$ cat src/rtl/mmc1_pkg.sv
// mmc1_pkg: register select, PRG mode and reset constants shared by the MMC1 PRG bank controller
package mmc1_pkg;
  localparam logic [1:0] REG_CTRL = 2'd0;
  localparam logic [1:0] REG_CHR0 = 2'd1;
  localparam logic [1:0] REG_CHR1 = 2'd2;
  localparam logic [1:0] REG_PRG = 2'd3;
  localparam logic [1:0] PRG_32K = 2'd0;
  localparam logic [1:0] PRG_FIX_FIRST = 2'd2;
  localparam logic [1:0] PRG_FIX_LAST = 2'd3;
  localparam logic [4:0] CTRL_RST = 5'h0C;
  localparam logic [4:0] SHIFT_EMPTY = 5'b10000;
endpackage

$ cat src/rtl/mmc1_prg_bank_ctrl_if.sv
// mmc1_prg_bank_ctrl_if: CPU bus into the mapper (ce for $8000-$FFFF, rnw, 16-bit addr, 8-bit write data)
interface mmc1_prg_bank_ctrl_if;
  logic ce;
  logic rnw;
  logic [15:0] addr;
  logic [7:0] data_in;
  modport master(output ce, rnw, addr, data_in);
  modport slave(input ce, rnw, addr, data_in);
endinterface

$ cat src/rtl/mmc1_serial_loader.sv
// mmc1_serial_loader: RMW-suppressed 5-bit serial load; ports wr/data_in/sel_in in, commit/clear strobes with sel/val out
module mmc1_serial_loader
  import mmc1_pkg::*;
(
  input  logic       clk,
  input  logic       rst_n,
  input  logic       wr,
  input  logic [7:0] data_in,
  input  logic [1:0] sel_in,
  output logic       commit,
  output logic       clear,
  output logic [1:0] sel,
  output logic [4:0] val
);
  logic wr_prev;
  logic acc;
  logic [4:0] shift;
  always_comb begin
    acc = wr & ~wr_prev;
    clear = acc & data_in[7];
    commit = acc & ~data_in[7] & shift[0];
    sel = sel_in;
    val = {data_in[0], shift[4:1]};
  end
  always_ff @(posedge clk) begin
    if (!rst_n) begin
      wr_prev <= 1'b0;
      shift <= SHIFT_EMPTY;
    end else begin
      wr_prev <= wr;
      if (clear || commit) shift <= SHIFT_EMPTY;
      else if (acc) shift <= val;
    end
  end
endmodule

$ cat src/rtl/mmc1_prg_bank_ctrl.sv
// mmc1_prg_bank_ctrl: MMC1 config registers plus PRG/CHR bank muxes; clk/rst_n, CPU bus in, prg addr/chr banks/mirroring/ram enable out
module mmc1_prg_bank_ctrl
  import mmc1_pkg::*;
#(
  parameter int PRG_BANK_BITS = 4,
  parameter int CHR_BANK_BITS = 5
) (
  input  logic                        i_clk_cpu,
  input  logic                        i_rst_n,
  mmc1_prg_bank_ctrl_if.slave         bus,
  output logic [14+PRG_BANK_BITS-1:0] o_prg_addr,
  output logic [CHR_BANK_BITS-1:0]    o_chr_bank_lo,
  output logic [CHR_BANK_BITS-1:0]    o_chr_bank_hi,
  output logic [1:0]                  o_mirroring,
  output logic                        o_prg_ram_en
);
  logic [4:0] ctrl, chr0, chr1, prg, val;
  logic [1:0] sel, mode;
  logic commit, clear;
  logic [PRG_BANK_BITS-1:0] bank, sel_bank;
  logic [4:0] chr_lo, chr_hi;
  wire unused_ok = &{1'b0, bus.addr[15]};
  mmc1_serial_loader u_loader (
    .clk(i_clk_cpu),
    .rst_n(i_rst_n),
    .wr(bus.ce & ~bus.rnw),
    .data_in(bus.data_in),
    .sel_in(bus.addr[14:13]),
    .commit(commit),
    .clear(clear),
    .sel(sel),
    .val(val)
  );
  always_ff @(posedge i_clk_cpu) begin
    if (!i_rst_n) begin
      ctrl <= CTRL_RST;
      chr0 <= '0;
      chr1 <= '0;
      prg <= '0;
    end else begin
      if (clear) ctrl[3:2] <= 2'b11;
      if (commit && sel == REG_CTRL) ctrl <= val;
      if (commit && sel == REG_CHR0) chr0 <= val;
      if (commit && sel == REG_CHR1) chr1 <= val;
      if (commit && sel == REG_PRG) prg <= val;
    end
  end
  always_comb begin
    mode = ctrl[3:2];
    bank = prg[PRG_BANK_BITS-1:0];
    sel_bank = mode == PRG_FIX_FIRST ? (bus.addr[14] ? bank : '0) : (bus.addr[14] ? '1 : bank);
    o_prg_addr = mode == PRG_FIX_FIRST || mode == PRG_FIX_LAST ? {sel_bank, bus.addr[13:0]}
                                                               : {bank[PRG_BANK_BITS-1:1], bus.addr[14:0]};
    chr_lo = ctrl[4] ? chr0 : {chr0[4:1], 1'b0};
    chr_hi = ctrl[4] ? chr1 : {chr0[4:1], 1'b1};
    o_chr_bank_lo = CHR_BANK_BITS'(chr_lo);
    o_chr_bank_hi = CHR_BANK_BITS'(chr_hi);
    o_mirroring = ctrl[1:0];
    o_prg_ram_en = ~prg[4];
  end
endmodule

$ cat src/flat_wrapper.sv
// flat-port wrapper written by rule: the top's interface ports become plain ports
module mmc1_prg_bank_ctrl_flat import mmc1_pkg::*;
#(
  parameter int PRG_BANK_BITS = 4,
  parameter int CHR_BANK_BITS = 5
)
  (i_clk_cpu, i_rst_n, o_prg_addr, o_chr_bank_lo, o_chr_bank_hi, o_mirroring, o_prg_ram_en, bus_ce, bus_rnw, bus_addr, bus_data_in);
  mmc1_prg_bank_ctrl_if bus_i ();
  input  logic i_clk_cpu;
  input  logic i_rst_n;
  output logic [14+PRG_BANK_BITS-1:0] o_prg_addr;
  output logic [CHR_BANK_BITS-1:0] o_chr_bank_lo;
  output logic [CHR_BANK_BITS-1:0] o_chr_bank_hi;
  output logic [1:0] o_mirroring;
  output logic o_prg_ram_en;
  input wire logic [$bits(bus_i.ce)-1:0] bus_ce;
  input wire logic [$bits(bus_i.rnw)-1:0] bus_rnw;
  input wire logic [$bits(bus_i.addr)-1:0] bus_addr;
  input wire logic [$bits(bus_i.data_in)-1:0] bus_data_in;
  assign bus_i.ce = bus_ce;
  assign bus_i.rnw = bus_rnw;
  assign bus_i.addr = bus_addr;
  assign bus_i.data_in = bus_data_in;
  mmc1_prg_bank_ctrl #(.PRG_BANK_BITS(PRG_BANK_BITS), .CHR_BANK_BITS(CHR_BANK_BITS)) u_core (.i_clk_cpu(i_clk_cpu), .i_rst_n(i_rst_n), .bus(bus_i), .o_prg_addr(o_prg_addr), .o_chr_bank_lo(o_chr_bank_lo), .o_chr_bank_hi(o_chr_bank_hi), .o_mirroring(o_mirroring), .o_prg_ram_en(o_prg_ram_en));
endmodule
$ cat config.mk
export PLATFORM = sky130hd
export DESIGN_NAME = mmc1_prg_bank_ctrl_flat
export DESIGN_NICKNAME = d
export VERILOG_FILES = /design/src/rtl/mmc1_pkg.sv /design/src/rtl/mmc1_prg_bank_ctrl_if.sv /design/src/rtl/mmc1_serial_loader.sv /design/src/rtl/mmc1_prg_bank_ctrl.sv /design/src/flat_wrapper.sv
export SDC_FILE = /design/constraint.sdc
export NUM_CORES = 1
export LEC_CHECK = 0
export BUFFER_PORTS_ARGS = -buffer_cell sky130_fd_sc_hd__buf_2
export CAP_MARGIN = 20
export CELL_PAD_IN_SITES_DETAIL_PLACEMENT = 2
export CELL_PAD_IN_SITES_GLOBAL_PLACEMENT = 2
export CORE_MARGIN = 2
export CORE_UTILIZATION = 26
export CTS_CLUSTER_SIZE = 10
export DETAILED_ROUTE_END_ITERATION = 10
export GPL_TIMING_DRIVEN = 0
export PLACE_DENSITY = 0.77
export SYNTH_ARGS = -nofsm -noshare
export SYNTH_HDL_FRONTEND = slang
export SYNTH_SLANG_ARGS = --single-unit
$ cat constraint.sdc
create_clock -name i_clk_cpu -period 1.75 [get_ports i_clk_cpu]
set_clock_uncertainty 0.2 [all_clocks]
set_input_delay 0 -clock i_clk_cpu [delete_from_list [all_inputs] [get_ports i_clk_cpu]]
set_output_delay 0 -clock i_clk_cpu [all_outputs]
set_load 0.02 [all_outputs]
==> results.md <==
* Commonest non-fill, non-tap cells in the layout: buf_2 (37), nand2_1 (27), dfxtp_1 (26), buf_4 (21), mux2i_1 (20)
* Pwr dens at 701.3 mW/mm2
* Worst reg2reg setup slack at 0.18 ns
* GPL Wtd Cong at 0.6901
* CTS resizes at 0
* Yosys top cell area share at 37.99%
* Area grow syn2layout at 29.59%
* Final-stage net count at 224
* Die area at 0.005866 mm2
* Die Width at 76.59 um
* Core area at 0.005107 mm2
* CP Max Fanout at 5
* Tcrit/Tclk final at 93.51%
* Largest net degree at the start of global routing at 16
* Static Leak at 0.8304 nW
* Worst hold stages at 2
* Max-cap violations at 0
* FF+latch count, synth at 26
* Initial antenna violation count at 0
* GR Overflow Total at 0
* H-Tree Depth at 1
* Syn. warnings at 0
* Commonest non-fill, non-tap cell in the layout: buf_2
* Synthesized area at 0.001370 mm2
* Max_slew headroom at 61.63%
* R2r worst-path depth at 3
* Global-route wire length before repair at 5940 um
* Die Y at 76.59 um
* Post-synthesis async set-or-reset flop share at 0%
* Initial DRT Pass Iterations at 3
* Synth unique cells at 28
* R2R Path End: u_core.chr1[2]$_SDFFE_PN0P_
* Fin Setup TNS at 0 ns
* Final core utilization at 34.76%
* Slew Limit Fails at 0
* CTS buffer count at 3
* Routed wire length at 3548 um
* Crit path required time at 1.75 ns
* DPL Wire Length at 2737 um
* Mapped Cells at 149
* Clock slew at reported path FFs at 0.09 ns
* Largest cells by area after synthesis: dfxtp_1 (38%), mux2i_1 (15%), buf_4 (12%)
* Register area share after synthesis at 37.99%
* Routed vias/inst at 4.419
* Longest Clk Path Bufs at 2
* IO Pins at 59
* Crit. End Element: register
* Worst-Margin Slew at 0.5712 ns
* Vias at 1171
* Post-synth top flop: dfxtp_1
* RR Startpoint: u_core.u_loader.shift[0]$_SDFFE_PP0N_
* Hold Crit Endpoint: o_prg_addr[0]
* Number of core rows at 26
* Drc violations at 0
* CTS Sinks at 26
* Crit path kind: primary input to register
* Routed wire per std cell at 13.39 um
* Clock latency on the worst-skew pair at 0.26 ns
* Minimum clock period at 1.637 ns
* RSZ-0062 raised after global routing: false
* Syn Nets at 177
* Post-synth EDFFs at 0
* Hold Crit Class: primary input to primary output
* Setup Viol. Count Final at 0
* ANT nets after route at 0
* Ratio of cells with drive above 1 in the final layout at 38.97%
* Starting Density at 26.83%
* Maximum VDD drop at 0.4578 mV
* Status: finished, final reports clean
* # fillers at 626
* Area leader, netlist: dfxtp_1
* Critical Path Start Type: primary input
* Total Routing Usage GR at 12.37%
* Hold Path Origin: bus_addr[0]
* N_diodes at 0
* Vias in the first global route at 1174
* Final Hold Viols at 0
* Port Buffer Count at 36
* Crit path DAT at 1.63 ns
* Clock Tree Root: clkbuf_8
* FMAX at 611.1 MHz
* CTS tree: done
* Syn_area_per_cell at 9.195 um2
* DR iter-0 viols at 37
[per-layer routing]
metal,global-route usage [%],part of all wire [%],up-vias,wire length (um)
li1,-,-,572,-
met4,0.5455,0.17,0,6
met1,14.83,42,563,1492
met2,23.36,53,34,1894
met5,0,0,-,0
met3,2.962,4.4,2,155
[per-stage QoR]
step	cells	power [mW]	area [um2]	hold slack (ns)	worst slack, ns
2_1_floorplan	149	0.7071	1370	-0.08741	0.4492
3_3_place_gp	255	0.7515	1638	0.01770	0.2220
3_5_place_dp	255	0.7553	1638	0.01914	0.1328
4_1_cts	266	1.264	1779	0.01968	0.06426
5_1_grt	265	1.300	1775	0.02117	0.03172
6_report	265	1.245	1775	0.01808	0.1135
[final cells by class]
class / instances / area, um2 / share of cell area (%)
timing repair buffer: 43 / 250.2 / 14.09
clock buffer: 3 / 41.29 / 2.326
multi-input combinational: 95 / 654.4 / 36.86
tap: 70 / 87.58 / 4.933
inverter: 3 / 11.26 / 0.6343
clock inverter: 1 / 30.03 / 1.691
buffer: 24 / 180.2 / 10.15
sequential: 26 / 520.5 / 29.32
[power by group]
part           total, mW  switching, mW  internal [mW]  leakage [nW]
clock network      0.493          0.188          0.306        0.0357
registers          0.597        0.00350          0.594         0.210
logic              0.154         0.0870         0.0673         0.585
[logic make-up after synthesis]
kind of cell    count (synthesis)  share of synthesized area, %
simple gates                   58                         25.11
mux                            24                         17.90
buf+inv                        28                         14.24
flops                          26                         37.99
compound gates                 13                         4.749
[worst max-delay path, stage by stage]
cell and delay [ns]:
dlygate4sd3_1 0.53, buf_2 0.15, nand2b_4 0.17, nor4_4 0.51, mux2i_1 0.27
[worst max-delay path by stage]
| stage | endpoint | cells past startpoint | slack (ns) | from |
|---|---|---|---|---|
| floorplan | u_core.prg[0]$_SDFFE_PN0P_ | 3 | 0.45 | u_core.u_loader.shift[0]$_SDFFE_PP0N_ |
| global placement | u_core.chr1[3]$_SDFFE_PN0P_ | 3 | 0.22 | u_core.u_loader.shift[0]$_SDFFE_PP0N_ |
| detailed placement | u_core.chr1[2]$_SDFFE_PN0P_ | 3 | 0.13 | u_core.u_loader.shift[0]$_SDFFE_PP0N_ |
| CTS | u_core.chr1[2]$_SDFFE_PN0P_ | 5 | 0.06 | bus_rnw |
| global route | u_core.chr1[2]$_SDFFE_PN0P_ | 5 | 0.03 | bus_rnw |
| finish | u_core.chr1[2]$_SDFFE_PN0P_ | 5 | 0.11 | bus_rnw |
[sequential cells by signal, summed over array words and instances, names as in the netlist]
name                     flops
u_core.ctrl                  5
u_core.prg                   5
u_core.chr0                  5
u_core.u_loader.wr_prev      1
u_core.u_loader.shift        5
u_core.chr1                  5
[synthesized netlist by cell type, types with 2 or more instances]
cell	n
nand2_1	27
dfxtp_1	26
buf_4	21
mux2i_1	20
a21oi_1	12
nor2_1	9
mux2_2	4
nand3_1	4
nand2b_1	3
nand3_2	2
nor3_1	2
nor3b_2	2
nor4_4	2
[repair_timing]
| item | in CTS | in global routing |
|---|---|---|
| setup endpoints to repair | 0 | 3 |
| setup buffers | 0 | 0 |
| hold buffers | 7 | 0 |
| endpoints found under the hold margin | 24 | 0 |
(Power assumes the default switching activity.)
